## config.mk

```make
export PLATFORM = sky130hd
export DESIGN_NAME = regfile_dump_reader_flat
export DESIGN_NICKNAME = d
export VERILOG_FILES = /design/src/rtl/regfile_dump_reader_if.sv /design/src/rtl/regfile_dump_reader.sv /design/src/flat_wrapper.sv
export SDC_FILE = /design/constraint.sdc
export NUM_CORES = 1
export LEC_CHECK = 0
export ABC_AREA = 1
export CAP_MARGIN = 5
export CORE_UTILIZATION = 40
export DETAILED_ROUTE_END_ITERATION = 7
export PLACE_DENSITY = 0.85
export REMOVE_ABC_BUFFERS = 1
export SETUP_SLACK_MARGIN = 0.4
export SLEW_MARGIN = 20
export SYNTH_ARGS = -nofsm -noshare
export SYNTH_HDL_FRONTEND = slang
export SYNTH_SLANG_ARGS = --single-unit
```

## constraint.sdc

```tcl
create_clock -name clock -period 2.6 [get_ports clock]
set_input_delay 0.65 -clock clock [delete_from_list [all_inputs] [get_ports clock]]
set_output_delay 0.65 -clock clock [all_outputs]
set_load 0.05 [all_outputs]
```

## src/rtl/regfile_dump_reader_if.sv

```systemverilog
// Handshake and bus bundle for regfile_dump_reader: control strobes, the
// register-file read port, the (index, data) output stream and status.
interface regfile_dump_reader_if #(
    parameter int SEL_W  = 5,
    parameter int DATA_W = 32
);
    // Control
    logic              start;
    logic [SEL_W-1:0]  first_sel;
    logic [SEL_W-1:0]  last_sel;

    // Register-file read port
    logic [SEL_W-1:0]  rd_select;
    logic [DATA_W-1:0] rd_data;

    // Output beat stream
    logic              out_valid;
    logic              out_ready;
    logic [SEL_W-1:0]  out_index;
    logic [DATA_W-1:0] out_data;

    // Status
    logic              busy;
    logic              done;
    logic [DATA_W-1:0] checksum;

    // The dump reader itself.
    modport master (
        input  start, first_sel, last_sel, rd_data, out_ready,
        output rd_select, out_valid, out_index, out_data, busy, done, checksum
    );

    // The environment: requester, register file and beat consumer.
    modport slave (
        output start, first_sel, last_sel, rd_data, out_ready,
        input  rd_select, out_valid, out_index, out_data, busy, done, checksum
    );
endinterface

```

## src/rtl/regfile_dump_reader.sv

```systemverilog
// Walks an inclusive, wrapping range of register indices through one
// register-file read port and streams each word out as an (index, data)
// beat over valid/ready, accumulating an XOR checksum of accepted beats.
module regfile_dump_reader #(
    parameter int NUM_REGS = 32,
    parameter int SEL_W    = 5,
    parameter int DATA_W   = 32
) (
    input  logic                  clock,
    input  logic                  reset,
    regfile_dump_reader_if.master bus
);

    localparam logic [1:0] S_IDLE = 2'd0;
    localparam logic [1:0] S_READ = 2'd1;
    localparam logic [1:0] S_SEND = 2'd2;
    localparam logic [1:0] S_DONE = 2'd3;

    localparam logic [SEL_W-1:0] LAST_INDEX = SEL_W'(NUM_REGS - 1);

    logic [1:0]        state;
    logic [SEL_W-1:0]  last_q;
    logic [SEL_W-1:0]  rd_select_q;
    logic [SEL_W-1:0]  out_index_q;
    logic [DATA_W-1:0] out_data_q;
    logic              out_valid_q;
    logic [DATA_W-1:0] checksum_q;
    logic [SEL_W-1:0]  next_index;

    // Successor of the current beat's index, wrapping past the top register.
    assign next_index = (out_index_q == LAST_INDEX) ? '0 : out_index_q + 1'b1;

    // Sequencer: latch the range, capture one word per READ, hold it in SEND
    // until accepted, then either advance or finish.
    // NOTE: every register here uses <= so all updates see pre-edge values.
    always_ff @(posedge clock or posedge reset) begin
        if (reset) begin
            state       <= S_IDLE;
            last_q      <= '0;
            rd_select_q <= '0;
            out_index_q <= '0;
            out_data_q  <= '0;
            out_valid_q <= 1'b0;
            checksum_q  <= '0;
        end else begin
            case (state)
                S_IDLE: begin
                    if (bus.start) begin
                        last_q      <= bus.last_sel;
                        rd_select_q <= bus.first_sel;
                        checksum_q  <= '0;
                        state       <= S_READ;
                    end
                end
                S_READ: begin
                    out_data_q  <= bus.rd_data;
                    out_index_q <= rd_select_q;
                    out_valid_q <= 1'b1;
                    state       <= S_SEND;
                end
                S_SEND: begin
                    if (out_valid_q && bus.out_ready) begin
                        checksum_q  <= checksum_q ^ out_data_q;
                        out_valid_q <= 1'b0;
                        if (out_index_q == last_q) begin
                            state <= S_DONE;
                        end else begin
                            rd_select_q <= next_index;
                            state       <= S_READ;
                        end
                    end
                end
                default: begin
                    state <= S_IDLE;
                end
            endcase
        end
    end

    // Status is a pure decode of the registered state.
    // NOTE: continuous assigns of registered state cannot infer latches.
    assign bus.busy      = (state == S_READ) || (state == S_SEND);
    assign bus.done      = (state == S_DONE);
    assign bus.rd_select = rd_select_q;
    assign bus.out_index = out_index_q;
    assign bus.out_data  = out_data_q;
    assign bus.out_valid = out_valid_q;
    assign bus.checksum  = checksum_q;

endmodule
```

## src/flat_wrapper.sv

```systemverilog
// flat-port wrapper written by rule: the top's interface ports become plain ports
module regfile_dump_reader_flat 
#(
    parameter int NUM_REGS = 32,
    parameter int SEL_W    = 5,
    parameter int DATA_W   = 32
)
  (clock, reset, bus_start, bus_first_sel, bus_last_sel, bus_rd_data, bus_out_ready, bus_rd_select, bus_out_valid, bus_out_index, bus_out_data, bus_busy, bus_done, bus_checksum);
  regfile_dump_reader_if #(.SEL_W(SEL_W), .DATA_W(DATA_W)) bus_i ();
  input  logic clock;
  input  logic reset;
  input wire logic [$bits(bus_i.start)-1:0] bus_start;
  input wire logic [$bits(bus_i.first_sel)-1:0] bus_first_sel;
  input wire logic [$bits(bus_i.last_sel)-1:0] bus_last_sel;
  input wire logic [$bits(bus_i.rd_data)-1:0] bus_rd_data;
  input wire logic [$bits(bus_i.out_ready)-1:0] bus_out_ready;
  output wire logic [$bits(bus_i.rd_select)-1:0] bus_rd_select;
  output wire logic [$bits(bus_i.out_valid)-1:0] bus_out_valid;
  output wire logic [$bits(bus_i.out_index)-1:0] bus_out_index;
  output wire logic [$bits(bus_i.out_data)-1:0] bus_out_data;
  output wire logic [$bits(bus_i.busy)-1:0] bus_busy;
  output wire logic [$bits(bus_i.done)-1:0] bus_done;
  output wire logic [$bits(bus_i.checksum)-1:0] bus_checksum;
  assign bus_i.start = bus_start;
  assign bus_i.first_sel = bus_first_sel;
  assign bus_i.last_sel = bus_last_sel;
  assign bus_i.rd_data = bus_rd_data;
  assign bus_i.out_ready = bus_out_ready;
  assign bus_rd_select = bus_i.rd_select;
  assign bus_out_valid = bus_i.out_valid;
  assign bus_out_index = bus_i.out_index;
  assign bus_out_data = bus_i.out_data;
  assign bus_busy = bus_i.busy;
  assign bus_done = bus_i.done;
  assign bus_checksum = bus_i.checksum;
  regfile_dump_reader #(.NUM_REGS(NUM_REGS), .SEL_W(SEL_W), .DATA_W(DATA_W)) u_core (.clock(clock), .reset(reset), .bus(bus_i));
endmodule
```

==> Word-level counts from Yosys, hierarchy flattened <==
Index checks and enable logic that the tools add are counted.
{ "word_totals": {"reg_bits": 82, "output_inout_bits": 77, "in_bits": 46} }
{ "op_classes": {"n_eq_ne": 8, "addsub": 1, "n_reduce_logical": 10, "bitwise_logic": 1, "muxes": 14} }
{ "ops": {"columns": ["op", "count"], "rows": [
  ["$mux 32", 2],
  ["$pmux 32 s2", 1],
  ["$xor 32x32->32", 1],
  ["$mux 5", 4],
  ["$pmux 5 s2", 1],
  ["$mux 2", 3],
  ["$pmux 2 s3", 1],
  ["$reduce_and 2->1", 3],
  ["$add 5x1->5 const B", 1],
  ["$eq 5x5->1", 1],
  ["$eq 5x5->1 const B", 1],
  ["$eq 2x2->1 const B", 2],
  ["$ne 2x2->1 const B", 2],
  ["$reduce_and 4->1", 1],
  ["$reduce_bool 2->1", 2],
  ["$reduce_and 3->1", 1],
  ["$eq 2x1->1 const B", 1],
  ["$logic_not 2->1", 1],
  ["$ne 2x1->1 const B", 1],
  ["$pmux 1 s2", 1],
  ["$logic_and 1x1->1", 1],
  ["$logic_or 1x1->1", 1],
  ["$mux 1", 1]
]} }

==> Logic depth before layout (Yosys ltp) <==
Gate-level depths: netlist of the first run.
{ "logic_depth": {"word_depth": 5, "ltp_mapped": 11, "depth_no_buf": 10} }

==> Worst setup path before layout of the first run <==
OpenSTA, ideal clock, no wires.
{ "synth_path": {"path_kind": "reg2reg", "from": "register u_core.out_index_q[0] (netlist: u_core.bus.out_index[0])", "to": "register u_core.rd_select_q[2] (netlist: u_core.bus.rd_select[2])", "setup_slack_ns": 0.886, "arrival_ns": 1.649, "synth_period_minus_slack_ns": 1.714, "setup_ns": 0.065, "stages_incl_launch_ff": 10, "path_cell_list": "dfrtp_1 > ha_1 > nand2_1 > nor2_1 > ha_1 > nor2_1 > nand2_1 > o21ai_0 > nand3_1 > nand2_1"} }
{ "synth_via": {"elab_chain_cells": 5, "elab_cells_between_ends": 9, "classes_between": "1 x add/sub; 3 x eq/ne; 4 x mux; 1 x reduce/logical"} }
{ "synth_rtl": {"columns": ["element", "line_no", "text"], "rows": [
  ["start, declared", "regfile_dump_reader.sv:24", "logic [SEL_W-1:0] out_index_q;"],
  ["start signal, assigned", "regfile_dump_reader.sv:57", "out_index_q <= rd_select_q;"],
  ["$add 5x1->5 / $eq 5x5->1 (equally long branches)", "regfile_dump_reader.sv:31", "assign next_index = (out_index_q == LAST_INDEX) ? '0 : out_index_q + 1'b1;"],
  ["$mux 5", "regfile_dump_reader.sv:31", null],
  ["$mux 5", "regfile_dump_reader.sv:65", "if (out_index_q == last_q) begin"],
  ["$mux 5", "regfile_dump_reader.sv:62", "if (out_valid_q && bus.out_ready) begin"],
  ["$pmux 5 s2", "regfile_dump_reader.sv:46", "case (state)"],
  ["end signal, assigned", "regfile_dump_reader.sv:50", "rd_select_q <= bus.first_sel;"],
  ["end signal, assigned", "regfile_dump_reader.sv:68", "rd_select_q <= next_index;"],
  ["end, declared", "regfile_dump_reader.sv:23", "logic [SEL_W-1:0] rd_select_q;"]
]} }
Parallel ways exist; a longest one is shown, timed or not. The select of a mux whose other input is x is not followed.
A chain may end at the register's enable or synchronous reset.

==> Final worst setup path of the first run <==
{ "layout_path": {"from": "register u_core.state[1]", "to": "output bus_done"} }
{ "layout_via": {"elab_chain_cells": 1} }
{ "layout_rtl": {"columns": ["element", "line_no", "text"], "rows": [
  ["start, declared", "regfile_dump_reader.sv:21", "logic [1:0] state;"],
  ["start signal, assigned", "regfile_dump_reader.sv:38", "state <= S_IDLE;"],
  ["start signal, assigned", "regfile_dump_reader.sv:52", "state <= S_READ;"],
  ["start signal, assigned", "regfile_dump_reader.sv:59", "state <= S_SEND;"],
  ["$eq 2x2->1", "regfile_dump_reader.sv:83", "assign bus.done = (state == S_DONE);"],
  ["end, declared", "flat_wrapper.sv:22", "output wire logic [$bits(bus_i.done)-1:0] bus_done;"]
]} }
No other way between the ends.

==> reports/qor.txt, run 1 <==
Worst Hold Launch - u_core.bus.out_data[0]
post-synthesis sequential area ratio - 51.72%
latest clock arrival within the worst-skew pair - 0.34 ns
grt peak-use layer - met2
largest cells by area after synthesis - dfrtp_1 (52%), nand2_1 (18%), o21ai_2 (6.8%), nand3_1 (5.0%), or2_2 (5.0%)
die area - 10320 sq um
Ant. Diodes - 0
r2r worst-path depth - 11
filler cell count - 857
grt ovf - 0
Critical Path Fanout Max - 5
initial antenna violation count - 0
Worst EP arrival - 1.44 ns
final core utilization - 57.79%
async set or reset register ratio after synthesis - 100.0%
Synth Instances - 467
Root Buffer - clkbuf_8
DRC - 0
largest net degree at the start of global routing - 83
setup bufs post-CTS - 0
Worst Path Required - 1.95 ns
count leader, synth - nand2_1
Yosys reg bits - 82
CTS Hold Bufs - 0
Slew Limit Headroom - 58.29%
Vias - 3491
final number of hold-violating endpoints - 0
WHS Endpoint - u_core.bus.out_data[0]
Clock Skew - 0.006653 ns
Port Buffers - 122
clock buffer depth - 2
setup ws final - 0.5069 ns
DP Worst Slack - 0.5621 ns
nets - 641
H-tree Lvls - 3
status - complete, no violations
Setup violations, final - 0
CTS tree - built
io pins - 123
GP Congestion - 0.8671
met1 Resource Use GR - 23.69%
r2r endpoint - u_core.bus.rd_select[2]
Sum Neg Setup Slack - 0 ns
hold-critical path depth - 2
first-pass GRT wire length - 15750 microns
final WL - 9611 microns
Initial Util - 42.14%
ys flop type - dfrtp_1
TritonCTS Sinks - 82
# resized after CTS - 75
hold slack final - 0.5156 ns
Vias/cell - 4.835
routing usage on met2 - 33.94%
Tcrit/Tclk final - 80.50%
CP endpoint kind - primary output
Yosys top cell by area - dfrtp_1
Post-Syn Area - 3968 sq um
Post-synth top cells - nand2_1 (193), dfrtp_1 (82), nand3_1 (40), or2_2 (32), o21ai_2 (31)
Routed Antenna Nets - 0
# rows - 35
Core Box Area - 9415 sq um
Worst R2R Start - u_core.state[0]
Die Ht - 101.6 microns
via count of the first global-routing pass - 3424
Synth warnings - 0
share of the synthesized area in the top cell type - 51.72%
maximum clock frequency - 0.4778 GHz
Avg Synthesized Cell Area - 8.496 sq um
RSZ-0062 raised after global routing - no
met3 Usage GRT - 5.176%
Layout Area Growth over Synthesis - 37.15%
max_cap viols - 0
Clk pin slew, worst setup/hold paths - 0.08 ns
share of cells above drive strength 1 - 17.54%
max-slew violations - 0
GRT Util Overall - 19.60%
Yosys cell types - 23
CP Launch Type - register
DR pass1 iterations - 4
cts bufs inserted - 9
Die X-Extent - 101.6 microns
worst reg-to-reg setup slack - 0.62 ns
wire per inst - 13.31 microns
EDFF count, synth - 0
DP Wirelength - 6854 microns
Hold Crit Class - register to register
WS Path Type - register to primary output
fin crit period - 2.093 ns
worst slew pin tran - 0.6250 ns
initial drt markers - 140
## logic make-up (layout without fill, tap and decap cells)
| kind of cell | Yosys count | count (layout) | synth area share (%) |
|---|---|---|---|
| xor gates and xnor gates | 1 | 1 | 0.2208 |
| buffers and inverters | 37 | 163 | 4.856 |
| AOI/OAI and AO/OA | 52 | 52 | 9.713 |
| and+or+nand+nor | 288 | 288 | 31.28 |
| DFF | 82 | 82 | 51.72 |
| adders and majority gates | 7 | 7 | 2.207 |
## layer usage
metal / part of all wire (%) / wire (microns)
met5: 0 / 0
met3: 6.3 / 606
met2: 50 / 4766
met1: 43 / 4098
met4: 1.5 / 140
## worst max-delay path, stage by stage (launching register included)
cell	delay, ns
dfrtp_1	0.43
ha_1	0.18
clkdlybuf4s15_1	0.49
## placed cells by master (no fill, tap or decap), drive strengths merged
cell type      instances
clkinvlp               2
clkbuf                12
dlygate4sd2           74
ha                     7
buf                    8
nand2                204
xor2                   1
dfrtp                 82
a21oi                  8
or2                   32
a22o                   1
bufinv                 1
dlymetal6s2s           1
o21ai                 42
nor2                  12
clkdlybuf4s15          1
clkinv                 2
nand3                 40
o22ai                  1
inv                   17
clkdlybuf4s50         45
## registers in the layout (all words and copies together), names as in the netlist
| register | count |
|---|---|
| u_core.last_q | 5 |
| u_core.bus.out_valid | 1 |
| u_core.state | 2 |
| u_core.bus.out_index | 5 |
| u_core.bus.checksum | 32 |
| u_core.bus.rd_select | 5 |
| u_core.bus.out_data | 32 |
## per-stage QoR
stage	instance area, sq um	instances
finish	5441	722
global route	5441	722
CTS	5438	722
detailed placement	5326	706
global placement	5326	706
floorplan	3842	448
## area by class of cell
| class | instances | area, sq um | share of cell area, % |
|---|---|---|---|
| clock buffers | 12 | 155.1 | 2.851 |
| well taps | 129 | 161.4 | 2.966 |
| repair buffers | 129 | 1219 | 22.40 |
| clock inverters | 4 | 50.05 | 0.9198 |
| flip-flops and latches | 82 | 2052 | 37.71 |
| inverters | 18 | 68.82 | 1.265 |
| multi-input cells | 348 | 1735 | 31.89 |
## worst max path at each step
| stage | start | slack [ns] | endpoint | depth (start not counted) |
|---|---|---|---|---|
| 5_1_grt | u_core.state[1] | 0.41 | bus_done | 2 |
| 4_1_cts | u_core.bus.out_index[3] | 0.41 | bus_out_index[3] | 1 |
| 2_1_floorplan | u_core.state[0] | -1.27 | u_core.bus.rd_select[4] | 7 |
| 3_3_place_gp | u_core.state[0] | 0.60 | bus_done | 2 |
| 6_report | u_core.state[1] | 0.51 | bus_done | 2 |
| 3_5_place_dp | u_core.state[1] | 0.56 | bus_done | 2 |
Power of run 1 is not shown: default switching activity piles up to over one toggle a cycle in this logic, so the estimate is an artifact.
==> inputs of run 2 (changes only) <==
- PLACE_DENSITY: 0.85 -> 0.82
- clock period: 2.6 -> 2.2 ns (I/O delays scaled with it)
==> run 2 against run 1 <==
  * Global-route usage is 0.34 points lower
  * Critical path depth is 1 higher
  * Non-clock buffer count grew 4
  * Sequential share of layout area decreased by 1.6 points
  * Critical endpoint is now bus_busy
  * Largest cell class unchanged
  * Highest routed layer unchanged
==> reports/qor.txt, run 2 (synthesized netlist as in run 1, its figures left out) <==
Placed Instances - 705 (-0.14%)
final number of hold-violating endpoints - 0 (unchanged)
DR pass1 iterations - 7 (+3)
initial drt markers - 99 (-29%)
Initial Util - 42.14% (unchanged)
r2r worst-path depth - 5 (-6)
Core Box Area - 9415 sq um (unchanged)
Port Buffers - 122 (unchanged)
die area - 10320 sq um (unchanged)
latest clock arrival within the worst-skew pair - 0.33 ns (about the same)
Finished Layout Cells - 725 (+0.42%)
worst reg-to-reg setup slack - 0.52 ns (-0.10 ns)
GP Congestion - 0.9040 (+4.3%)
share of cells above drive strength 1 - 31.54% (+14 points)
RSZ-0062 raised after global routing - yes
Vias - 3467 (-0.69%)
CTS tree - built
io pins - 123 (unchanged)
Ant. Diodes - 0 (unchanged)
filler cell count - 754 (-12%)
DP Wirelength - 6536 microns (-4.6%)
Slew Limit Headroom - 57.24% (-1.1 points)
nets - 645 (+0.62%)
clock buffer depth - 2 (unchanged)
via count of the first global-routing pass - 3392 (-0.93%)
first-pass GRT wire length - 15610 microns (-0.88%)
Critical Path Fanout Max - 4 (-1)
largest net degree at the start of global routing - 83 (unchanged)
max_cap viols - 0 (unchanged)
Die Ht - 101.6 microns (unchanged)
Clk pin slew, worst setup/hold paths - 0.08 ns (about the same)
Root Buffer - clkbuf_8
Vias/cell - 4.782 (-1.1%)
maximum clock frequency - 0.5593 GHz
Die X-Extent - 101.6 microns (unchanged)
Clock Skew - 0.009483 ns (+0.002830 ns)
final WL - 9489 microns (-1.3%)
Layout Area Growth over Synthesis - 43.20%
worst slew pin tran - 0.6401 ns (+0.01513 ns)
Routed Antenna Nets - 0 (unchanged)
DP Worst Slack - 0.2964 ns (-0.2657 ns)
hold-critical path depth - 2 (unchanged)
Worst EP arrival - 1.24 ns (-0.20 ns)
setup ws final - 0.4119 ns (-0.09504 ns)
Tcrit/Tclk final - 81.28%
WHS Endpoint - u_core.bus.out_data[19]
GRT Util Overall - 19.26% (-0.34 points)
wire length on met2 - 4746 microns (-0.42%)
wire per inst - 13.09 microns (-1.7%)
TritonCTS Sinks - 82 (unchanged)
CP Launch Type - register
Setup violations, final - 0 (unchanged)
r2r endpoint - u_core.bus.out_data[22]
WL met3 - 478 microns (-21%)
grt ovf - 0 (unchanged)
Worst Path Required - 1.65 ns (-0.30 ns)
commonest non-fill, non-tap cell in the layout - nand2_1
Max Used Layer - met4
status - complete, no violations
Hold Crit Class - register to register
H-tree Lvls - 3 (unchanged)
M1 WL - 4145 microns (+1.1%)
max-slew violations - 0 (unchanged)
initial antenna violation count - 0 (unchanged)
Post-DP Area - 5329 sq um (about the same)
cts bufs inserted - 9 (unchanged)
# rows - 35 (unchanged)
WS Path Type - register to primary output
DRC - 0 (unchanged)
most frequent cells in the layout - nand2_1 (193), dfrtp_1 (82), clkdlybuf4s15_2 (69)
Worst R2R Start - u_core.state[0]
final instance area - 5682 sq um (+4.4%)
fin crit period - 1.788 ns
CP endpoint kind - primary output
Worst Hold Launch - u_core.bus.out_data[19]
## run 2: cell types whose count changed in the layout (fill, tap and decap cells not counted), sizes merged
cell,before,now
bufinv,1,2
clkdlybuf4s15,1,70
clkbuf,12,15
inv,17,16
buf,8,13
dlygate4sd2,74,0
dlymetal6s2s,1,0
clkinvlp,2,3
## run 2: routing by layer
metal  vias to the layer above  track usage, %
met2                       103           33.00
met4                         0           6.466
met3                        13           3.658
met1                      1623           24.39
met5                         -               0
li1                       1728               -
## run 2: repair_timing
item                                    CTS  global route
hold buffers                              0             0
resized for setup                       221            14
endpoints found under the setup margin  107            16
buffers inserted                          2             3
## run 2: final cells by class
cell class | instances | area, sq um | area share (%)
sequential | 82 | 2052 | 36.12
multi-input combinational | 348 | 1763 | 31.03
timing repair buffer | 133 | 1425 | 25.08
tap | 129 | 161.4 | 2.841
clock buffer | 10 | 127.6 | 2.246
clock inverter | 5 | 80.08 | 1.409
inverter | 18 | 72.57 | 1.277
## run 2: worst max-delay path, cell delays in order (launching register included)
cell     delay [ns]
dfrtp_1        0.41
inv_2          0.13
ha_4           0.22
buf_12         0.14
## run 2: how the worst max path moves through the flow
stage	slack (ns)	end	startpoint
2_1_floorplan	-1.67	u_core.bus.rd_select[4]	u_core.state[0]
3_3_place_gp	0.36	u_core.bus.rd_select[1]	bus_start
3_5_place_dp	0.30	u_core.bus.rd_select[1]	bus_out_ready
4_1_cts	0.29	bus_out_index[2]	u_core.bus.out_index[2]
5_1_grt	0.35	bus_busy	u_core.state[0]
6_report	0.41	bus_busy	u_core.state[0]
## run 2: through the flow
| stage | hold WS (ns) | utilization (%) | setup TNS [ns] |
|---|---|---|---|
| after detailed placement | 0.5040 | 56.60 | 0 |
| after floorplan | 0.5037 | - | -85.06 |
| after global routing | 0.5578 | 60.35 | 0 |
| final | 0.5232 | 60.35 | 0 |
| after global placement | 0.4951 | 56.60 | 0 |
| after CTS | 0.5236 | 60.03 | 0 |
Power of run 2 is left out for the same reason.
